### config.mk
export PLATFORM = sky130hd
export DESIGN_NAME = dac_wave_gen_flat
export DESIGN_NICKNAME = d
export VERILOG_FILES = /design/src/rtl/dac_wave_gen_if.sv /design/src/rtl/dac_wave_gen.sv /design/src/flat_wrapper.sv
export SDC_FILE = /design/constraint.sdc
export NUM_CORES = 1
export LEC_CHECK = 0
export ABC_AREA = 1
export CORE_MARGIN = 4
export CORE_UTILIZATION = 30
export CTS_CLUSTER_DIAMETER = 150
export DETAILED_ROUTE_END_ITERATION = 12
export SLEW_MARGIN = 20
export SYNTH_ARGS = -nofsm -noshare
export SYNTH_HDL_FRONTEND = slang
export SYNTH_SLANG_ARGS = --single-unit
### constraint.sdc
create_clock -name clk -period 2.94 [get_ports clk]
set_input_delay 0.441 -clock clk [delete_from_list [all_inputs] [get_ports clk]]
set_output_delay 0.441 -clock clk [all_outputs]
set_load 0.02 [all_outputs]
### src/rtl/dac_wave_gen_if.sv
// Start/data/done handshake between the waveform sequencer and the SPI DAC master.
interface dac_wave_gen_if #(
    parameter int unsigned DATA_W = 12
) ();
    logic              dac_start;
    logic [DATA_W-1:0] dac_data;
    logic              dac_done;

    modport master (output dac_start, output dac_data, input dac_done);
    modport slave  (input dac_start, input dac_data, output dac_done);
endinterface

### src/rtl/dac_wave_gen.sv
// Paced waveform sequencer: emits one DAC code per period (saw up/down, triangle, hold)
// and flags overrun when the SPI frame outlives the period.
module dac_wave_gen #(
    parameter int unsigned DATA_W   = 12,
    parameter int unsigned PERIOD_W = 16
) (
    input  logic                clk,
    input  logic                rst_n,
    input  logic                enable,
    input  logic [1:0]          mode,
    input  logic [DATA_W-1:0]   lo,
    input  logic [DATA_W-1:0]   hi,
    input  logic [DATA_W-1:0]   step,
    input  logic [PERIOD_W-1:0] period,
    dac_wave_gen_if.master      dac,
    output logic                busy,
    output logic                overrun
);

    localparam int unsigned EXT_W = DATA_W + 1;

    localparam logic [1:0] S_IDLE  = 2'd0;
    localparam logic [1:0] S_ISSUE = 2'd1;
    localparam logic [1:0] S_WAIT  = 2'd2;
    localparam logic [1:0] S_PACE  = 2'd3;

    localparam logic [1:0] M_UP   = 2'b00;
    localparam logic [1:0] M_DOWN = 2'b01;
    localparam logic [1:0] M_TRI  = 2'b10;

    logic [1:0]          state, state_nxt;
    logic [DATA_W-1:0]   cur, cur_nxt;
    logic                dir_down, dir_nxt;
    logic [PERIOD_W-1:0] timer, timer_nxt;
    logic                start_q, start_nxt;
    logic [DATA_W-1:0]   data_q, data_nxt;
    logic                busy_nxt;
    logic                ovr_nxt;
    logic                ovr_seen, ovr_seen_nxt;

    logic [DATA_W-1:0]   code_next_c;
    logic                dir_next_c;
    logic [DATA_W-1:0]   start_code_c;
    logic [PERIOD_W-1:0] timer_dec_c;
    logic [PERIOD_W-1:0] timer_load_c;

    logic [EXT_W-1:0]    cur_w, lo_w, hi_w, step_w, up_w, lo_step_w;

    // Next code from the current one; widened so sums never wrap.
    always_comb begin
        cur_w       = EXT_W'(cur);
        lo_w        = EXT_W'(lo);
        hi_w        = EXT_W'(hi);
        step_w      = EXT_W'(step);
        up_w        = cur_w + step_w;
        lo_step_w   = lo_w + step_w;
        code_next_c = cur;
        dir_next_c  = dir_down;
        if (lo >= hi) begin
            code_next_c = lo;
        end else begin
            case (mode)
                M_UP:   code_next_c = (up_w > hi_w) ? lo : DATA_W'(up_w);
                M_DOWN: code_next_c = (cur_w < lo_step_w) ? hi : cur - step;
                M_TRI: begin
                    if (!dir_down) begin
                        if (up_w >= hi_w) begin
                            code_next_c = hi;
                            dir_next_c  = 1'b1;
                        end else begin
                            code_next_c = DATA_W'(up_w);
                        end
                    end else begin
                        if (cur_w <= lo_step_w) begin
                            code_next_c = lo;
                            dir_next_c  = 1'b0;
                        end else begin
                            code_next_c = cur - step;
                        end
                    end
                end
                default: code_next_c = lo;
            endcase
        end
    end

    assign start_code_c = ((lo >= hi) || (mode != M_DOWN)) ? lo : hi;
    assign timer_dec_c  = (timer == '0) ? '0 : timer - PERIOD_W'(1);
    assign timer_load_c = (period == '0) ? '0 : period - PERIOD_W'(1);

    // Next-state and registered-output logic.
    always_comb begin
        state_nxt    = state;
        cur_nxt      = cur;
        dir_nxt      = dir_down;
        timer_nxt    = timer;
        start_nxt    = 1'b0;
        data_nxt     = data_q;
        busy_nxt     = busy;
        ovr_nxt      = 1'b0;
        ovr_seen_nxt = ovr_seen;
        case (state)
            S_IDLE: begin
                busy_nxt = 1'b0;
                if (enable) begin
                    cur_nxt   = start_code_c;
                    dir_nxt   = 1'b0;
                    state_nxt = S_ISSUE;
                end
            end
            S_ISSUE: begin
                start_nxt    = 1'b1;
                data_nxt     = cur;
                timer_nxt    = timer_load_c;
                busy_nxt     = 1'b1;
                cur_nxt      = code_next_c;
                dir_nxt      = dir_next_c;
                ovr_seen_nxt = 1'b0;
                state_nxt    = S_WAIT;
            end
            S_WAIT: begin
                timer_nxt = timer_dec_c;
                if (dac.dac_done) begin
                    if (!enable) begin
                        busy_nxt  = 1'b0;
                        state_nxt = S_IDLE;
                    end else if (timer == '0) begin
                        state_nxt = S_ISSUE;
                    end else begin
                        state_nxt = S_PACE;
                    end
                end else if ((timer == '0) && !ovr_seen) begin
                    // Period expired with the frame still in flight; report once per sample.
                    ovr_nxt      = 1'b1;
                    ovr_seen_nxt = 1'b1;
                end
            end
            S_PACE: begin
                timer_nxt = timer_dec_c;
                if (!enable) begin
                    busy_nxt  = 1'b0;
                    state_nxt = S_IDLE;
                end else if (timer == '0) begin
                    state_nxt = S_ISSUE;
                end
            end
            default: state_nxt = S_IDLE;
        endcase
    end

    always_ff @(posedge clk or negedge rst_n) begin
        if (!rst_n) begin
            state    <= S_IDLE;
            cur      <= '0;
            dir_down <= 1'b0;
            timer    <= '0;
            start_q  <= 1'b0;
            data_q   <= '0;
            busy     <= 1'b0;
            overrun  <= 1'b0;
            ovr_seen <= 1'b0;
        end else begin
            state    <= state_nxt;
            cur      <= cur_nxt;
            dir_down <= dir_nxt;
            timer    <= timer_nxt;
            start_q  <= start_nxt;
            data_q   <= data_nxt;
            busy     <= busy_nxt;
            overrun  <= ovr_nxt;
            ovr_seen <= ovr_seen_nxt;
        end
    end

    assign dac.dac_start = start_q;
    assign dac.dac_data  = data_q;

endmodule

### src/flat_wrapper.sv
// flat-port wrapper written by rule: the top's interface ports become plain ports
module dac_wave_gen_flat 
#(
    parameter int unsigned DATA_W   = 12,
    parameter int unsigned PERIOD_W = 16
)
  (clk, rst_n, enable, mode, lo, hi, step, period, busy, overrun, dac_dac_start, dac_dac_data, dac_dac_done);
  dac_wave_gen_if #(.DATA_W(DATA_W)) dac_i ();
  input  logic clk;
  input  logic rst_n;
  input  logic enable;
  input  logic [1:0] mode;
  input  logic [DATA_W-1:0] lo;
  input  logic [DATA_W-1:0] hi;
  input  logic [DATA_W-1:0] step;
  input  logic [PERIOD_W-1:0] period;
  output logic busy;
  output logic overrun;
  output wire logic [$bits(dac_i.dac_start)-1:0] dac_dac_start;
  output wire logic [$bits(dac_i.dac_data)-1:0] dac_dac_data;
  input wire logic [$bits(dac_i.dac_done)-1:0] dac_dac_done;
  assign dac_dac_start = dac_i.dac_start;
  assign dac_dac_data = dac_i.dac_data;
  assign dac_i.dac_done = dac_dac_done;
  dac_wave_gen #(.DATA_W(DATA_W), .PERIOD_W(PERIOD_W)) u_core (.clk(clk), .rst_n(rst_n), .enable(enable), .mode(mode), .lo(lo), .hi(hi), .step(step), .period(period), .dac(dac_i), .busy(busy), .overrun(overrun));
endmodule
## Yosys cells after proc, flatten, opt, wreduce, memory -nomap -nowiden

Cells that the tools add are included.

| cells by class | value |
|---|---|
| order comparisons | 5 |
| equal/unequal tests | 13 |
| reduce and logical (&&, ||, !) cells | 15 |
| $add $sub $neg | 5 |
| muxes and demuxes | 37 |

Operators with widths:

| kind | count |
|---|---|
| 12-bit two-way mux | 8 |
| 12-bit case mux with 3 select lines | 1 |
| 16-bit zero test | 2 |
| 16-bit two-way mux | 2 |
| 16-bit case mux with 2 select lines | 1 |
| 16-bit by 1-bit subtractor with 16-bit output, second input constant | 2 |
| 12-bit by 12-bit adder with 13-bit output | 2 |
| 12-bit case mux with 2 select lines | 1 |
| 1-bit two-way mux | 14 |
| 13-bit by 12-bit >= comparator with 1-bit output | 1 |
| 13-bit by 12-bit greater-than comparator with 1-bit output | 1 |
| 12-bit by 13-bit less-or-equal comparator with 1-bit output | 1 |
| 12-bit by 13-bit less-than comparator with 1-bit output | 1 |
| 12-bit >= comparator | 1 |
| 2-bit two-way mux | 6 |
| 12-bit subtractor | 1 |
| 2-bit != test, second input constant | 5 |
| 2-bit case mux with 4 select lines | 1 |
| 2-bit equality test, second input constant | 3 |
| 3-bit AND reduction | 2 |
| 2-bit nonzero test | 3 |
| 2-bit by 1-bit equality test with 1-bit output, second input constant | 2 |
| 2-bit zero test | 2 |
| 2-bit by 1-bit != test with 1-bit output, second input constant | 2 |
| 9 further kinds | 10 |

| storage, ports and cells | value |
|---|---|
| bits of input ports | 58 |
| register bits | 47 |
| logic and storage cells | 84 |

## Longest topological paths before layout

| logic depth | value |
|---|---|
| depth in word-level cells | 7 |
| depth in mapped cells | 27 |
| depth with buffers taken out | 25 |

## Worst setup path after synthesis

OpenSTA, ideal clock, no wires.

| path | value |
|---|---|
| kind | in2reg |
| start point | input lo[2] |
| end point | register u_core.cur[2] |
| data arrival time | 3.105 ns |
| path buffers | 1 |
| setup time | 0.122 ns |
| data required time | 2.818 ns |
| stages | 23 |
| setup slack | -0.286 ns |
| cells stage by stage | ha_1 inv_1 o21ai_0 nand2_1 a21oi_1 o21ai_0 nand2_1 a21oi_1 o21ai_0 xor2_1 ha_1 and3_1 nand2_1 nand2_1 nand2_1 buf_2 nand2_1 nand3_1 nand2_1 nor2_1 nand2_1 nand2_1 a21oi_2 |

| between the ends | value |
|---|---|
| cells in the longest elaborated chain, start to end | 7 |
| elaborated cells on any way between the ends | 14 |

RTL lines:

| element | line | RTL |
|---|---|---|
| start, declared | flat_wrapper.sv:13 | `input logic [DATA_W-1:0] lo;` |
| 12-bit by 12-bit adder with 13-bit output | dac_wave_gen.sv:56 | `lo_step_w = lo_w + step_w;` |
| 12-bit by 13-bit less-or-equal comparator with 1-bit output | dac_wave_gen.sv:74 | `if (cur_w <= lo_step_w) begin` |
| 12-bit two-way mux | dac_wave_gen.sv:74 |  |
| 12-bit two-way mux | dac_wave_gen.sv:66 | `if (!dir_down) begin` |
| 12-bit case mux with 3 select lines | dac_wave_gen.sv:62 | `case (mode)` |
| 12-bit two-way mux | dac_wave_gen.sv:59 | `if (lo >= hi) begin` |
| 12-bit case mux with 2 select lines (*) | dac_wave_gen.sv:102 | `case (state)` |
| end signal, assigned | dac_wave_gen.sv:164 | `cur <= cur_nxt;` |
| end, declared | dac_wave_gen.sv:32 | `logic [DATA_W-1:0] cur, cur_nxt;` |

Every way passes the cells marked *; elsewhere a longest branch is shown, timed or not. The select of a mux whose other input is x is not followed.
A chain may end at the register's enable or synchronous reset.

## Worst setup path after layout

| path | value |
|---|---|
| start point | input lo[1] |
| end point | register u_core.cur[8] |

The elaborated chain is that of the path after synthesis.

==> impl_metrics.yaml <==
drt:
  drt_wl_total_mm: 27.06
  drc: 0
  wl_per_cell_um: 16.92
  ant_nets: 0
  via_count: 8037
  drt_pass1_iterations: 5
  vias_per_cell: 5.026
  drt-initial-drc-count: 641
placed_design:
  io_buffers: 72
  place_inst: 1564
  gp_congestion: 0.9796
  dp_hpwl_mm: 21.30
floorplanning:
  start_util_pct: 30.65
  core_area_um2: 21960
  die_x_um: 157.8
  die_h_um: 157.8
  die_area_um2: 24890
  rows: 54
  io-pin-count: 73
logic_synthesis:
  ys_ff_latch: 47
  synth_edf_count: 0
  yosysWarnings: 0
  ys_types: 39
  yosysSeqAreaShare_pct: 17.48
  ys_async_sr_fraction_pct: 100.0
  ys_top_cells_by_count: "nand2_1, inv_1, nand3_1, nor2_1, ha_1"
  netlist.area_leader.share_pct: 18.85
  synth-main-ff-cell: "dfrtp_1"
  synth_cells: 1099
  avgSynthCellArea_um2: 6.124
  yosysMostFrequentCell: "nand2_1"
  synth_area_um2: 6730
  synthTopCellsByArea: "nand2_1, dfrtp_1, ha_1"
  syn_nets: 1233
  synth_top_area_cell: "nand2_1"
timing:
  rsz0062_at_grt: "yes"
  fin_crit_sh_pct: 108.5
  setup_tns_ns: -2.699
  fmax_ghz: 0.3136
  final_hold_viol_count: 0
  setup_violations: 13
  tightest_slew_ns: 0.8746
  slew_violations: 0
  fin_skew_ns: 0.009065
  holdWs_ns: 0.2711
  fin_ws_ns: -0.2485
  period_minus_slack_ns: 3.188
  max-slew-margin-rel_pct: 41.69
run_status:
  status: "complete, but fails checks"
  violations: "negative setup slack"
setup_path:
  r2r_slack_ns: -0.21
  critPathCaptureType: "flip-flop"
  criticalPathCategory: "in -> reg"
  arrival_ns: 3.42
  worstReg2RegStart: "u_core.cur[0]"
  ff2ff_path_depth: 22
  critPathRequiredTime_ns: 3.17
  path_max_fanout: 7
  setup.worst_path.start_class: "input pin"
  r2r_end: "u_core.cur[8]"
global_routing:
  grt_max_degree: 36
  antenna_found_initial: 0
  grt_pass1_wl_mm: 41.50
  overflow: 0
  grt_pass1_vias: 7688
  grt_usage_pct: 21.24
run:
  drv_cap: 0
finish:
  n_antenna_cell: 0
  finalNonFillerCells: 1599
  final_util_pct: 45.44
  final_nets: 1452
  drive_gt1_share_pct: 26.84
  synthToLayoutAreaGrowth_pct: 48.26
clock_tree:
  path_clk_slew_ns: 0.07
  cts_sinks: 47
  cts_hold_buf: 0
  cts_root_buffer: "clkbuf_16"
  clk_latency_ns: 0.29
  cts_max_path_buffers: 2
  cts_tree: "built"
  cts_made_buffers: 5
  htree_levels: 2
pwr:
  leakage_nw: 4.959
  peakVddDrop_v: 0.0005424
  powerDensity_nw_per_um2: 1053
  p_total_mw: 10.51
min_path:
  hold_path.class: "in -> async"
==> worst max path at each step <==
stage                     endpoint     from  slack, ns
detailed placement   u_core.cur[7]  step[1]      -1.02
global route         u_core.cur[8]    lo[1]      -0.48
global placement    u_core.cur[11]  step[1]      -0.97
finish               u_core.cur[8]    lo[1]      -0.25
floorplan            u_core.cur[5]    lo[0]      -0.04
CTS                  u_core.cur[2]  step[0]      -0.20
==> cell type report <==
type                    count  area [um^2]
clock buffers               5        125.1
well taps                 280        350.3
repair buffers            252         2218
inverters                 148        558.0
multi-input cells         864         5502
clock inverters             3        43.79
flip-flops and latches     47         1181
fillers                  2192        11980
==> repair_timing <==
item / CTS / global route
endpoints found under the hold margin: 0 / 0
pin swaps: 69 / 44
buffers inserted: 16 / 6
gates cloned: 5 / 1
resized for setup: 167 / 73
setup endpoints to repair: 13 / 13
==> per-stage QoR <==
stage	setup slack, ns	instance area, um^2
after CTS	-0.1985	9624
final	-0.2485	9978
after global placement	-0.9733	8852
after floorplan	-0.03836	6852
after detailed placement	-1.021	8852
after global routing	-0.4788	9978
==> cell usage in the layout, fill, tap and decap left out, types with 7 or more instances in the layout <==
master / instances
nand2_1: 303
buf_4: 154
inv_1: 135
nand3_1: 93
nor2_1: 85
clkdlybuf4s50_1: 53
a21oi_1: 51
ha_1: 43
dfrtp_1: 43
nand4_1: 39
nand2_2: 32
xor2_1: 27
o21ai_0: 26
ha_4: 26
a21oi_2: 24
buf_6: 19
inv_2: 11
xnor2_1: 11
o221ai_1: 10
nand3_2: 10
buf_2: 10
nor2_2: 8
nand2_4: 8
nor3_1: 8
buf_12: 7
==> routing by layer <==
metal / vias to the layer above / share of wire, % / track usage, %
met5: - / 0 / 0
met4: 0 / 2.5 / 6.227
met3: 40 / 7.2 / 3.144
met2: 296 / 44 / 33.58
met1: 3678 / 46 / 30.00
li1: 4023 / - / -
==> kinds of logic after synthesis <==
logic type | after synthesis | share of synthesized area (%)
fa+ha+maj | 76 | 14.46
buf+inv | 190 | 11.94
simple gates | 605 | 38.37
xor+xnor | 41 | 5.335
flops | 47 | 17.48
compound gates | 140 | 12.42
==> registers in the layout, indices dropped and copies added, names as in the netlist <==
register and count:
u_core.dir_down 1, u_core.busy 1, u_core.overrun 1, u_core.ovr_seen 1
u_core.dac.dac_start 1, u_core.state 2, u_core.timer 16, u_core.dac.dac_data 12
u_core.cur 12
==> report_power, final <==
group	total, mW	internal, mW	switching [mW]
sequential	1.29	0.957	0.330
combinational	8.56	3.81	4.75
clock	0.662	0.402	0.260
==> worst max-delay path: stages <==
cell and delay (ns):
buf_6 0.10, buf_6 0.12, ha_4 0.23, a21oi_2 0.13
o21ai_2 0.08, nand2_1 0.10, a21oi_2 0.06, o21ai_1 0.12
nand2_1 0.08, a21oi_1 0.14, o21ai_1 0.10, xor2_1 0.17
ha_1 0.32, and3_4 0.21, nand2_4 0.05, nand2_4 0.07
buf_6 0.10, nand3_4 0.11, buf_12 0.21, nand2_2 0.05
nand2_1 0.04, nand2_1 0.05, nand3_1 0.07, nand2_1 0.10
nand2_1 0.06, a21oi_2 0.12
(Power assumes the default switching activity.)
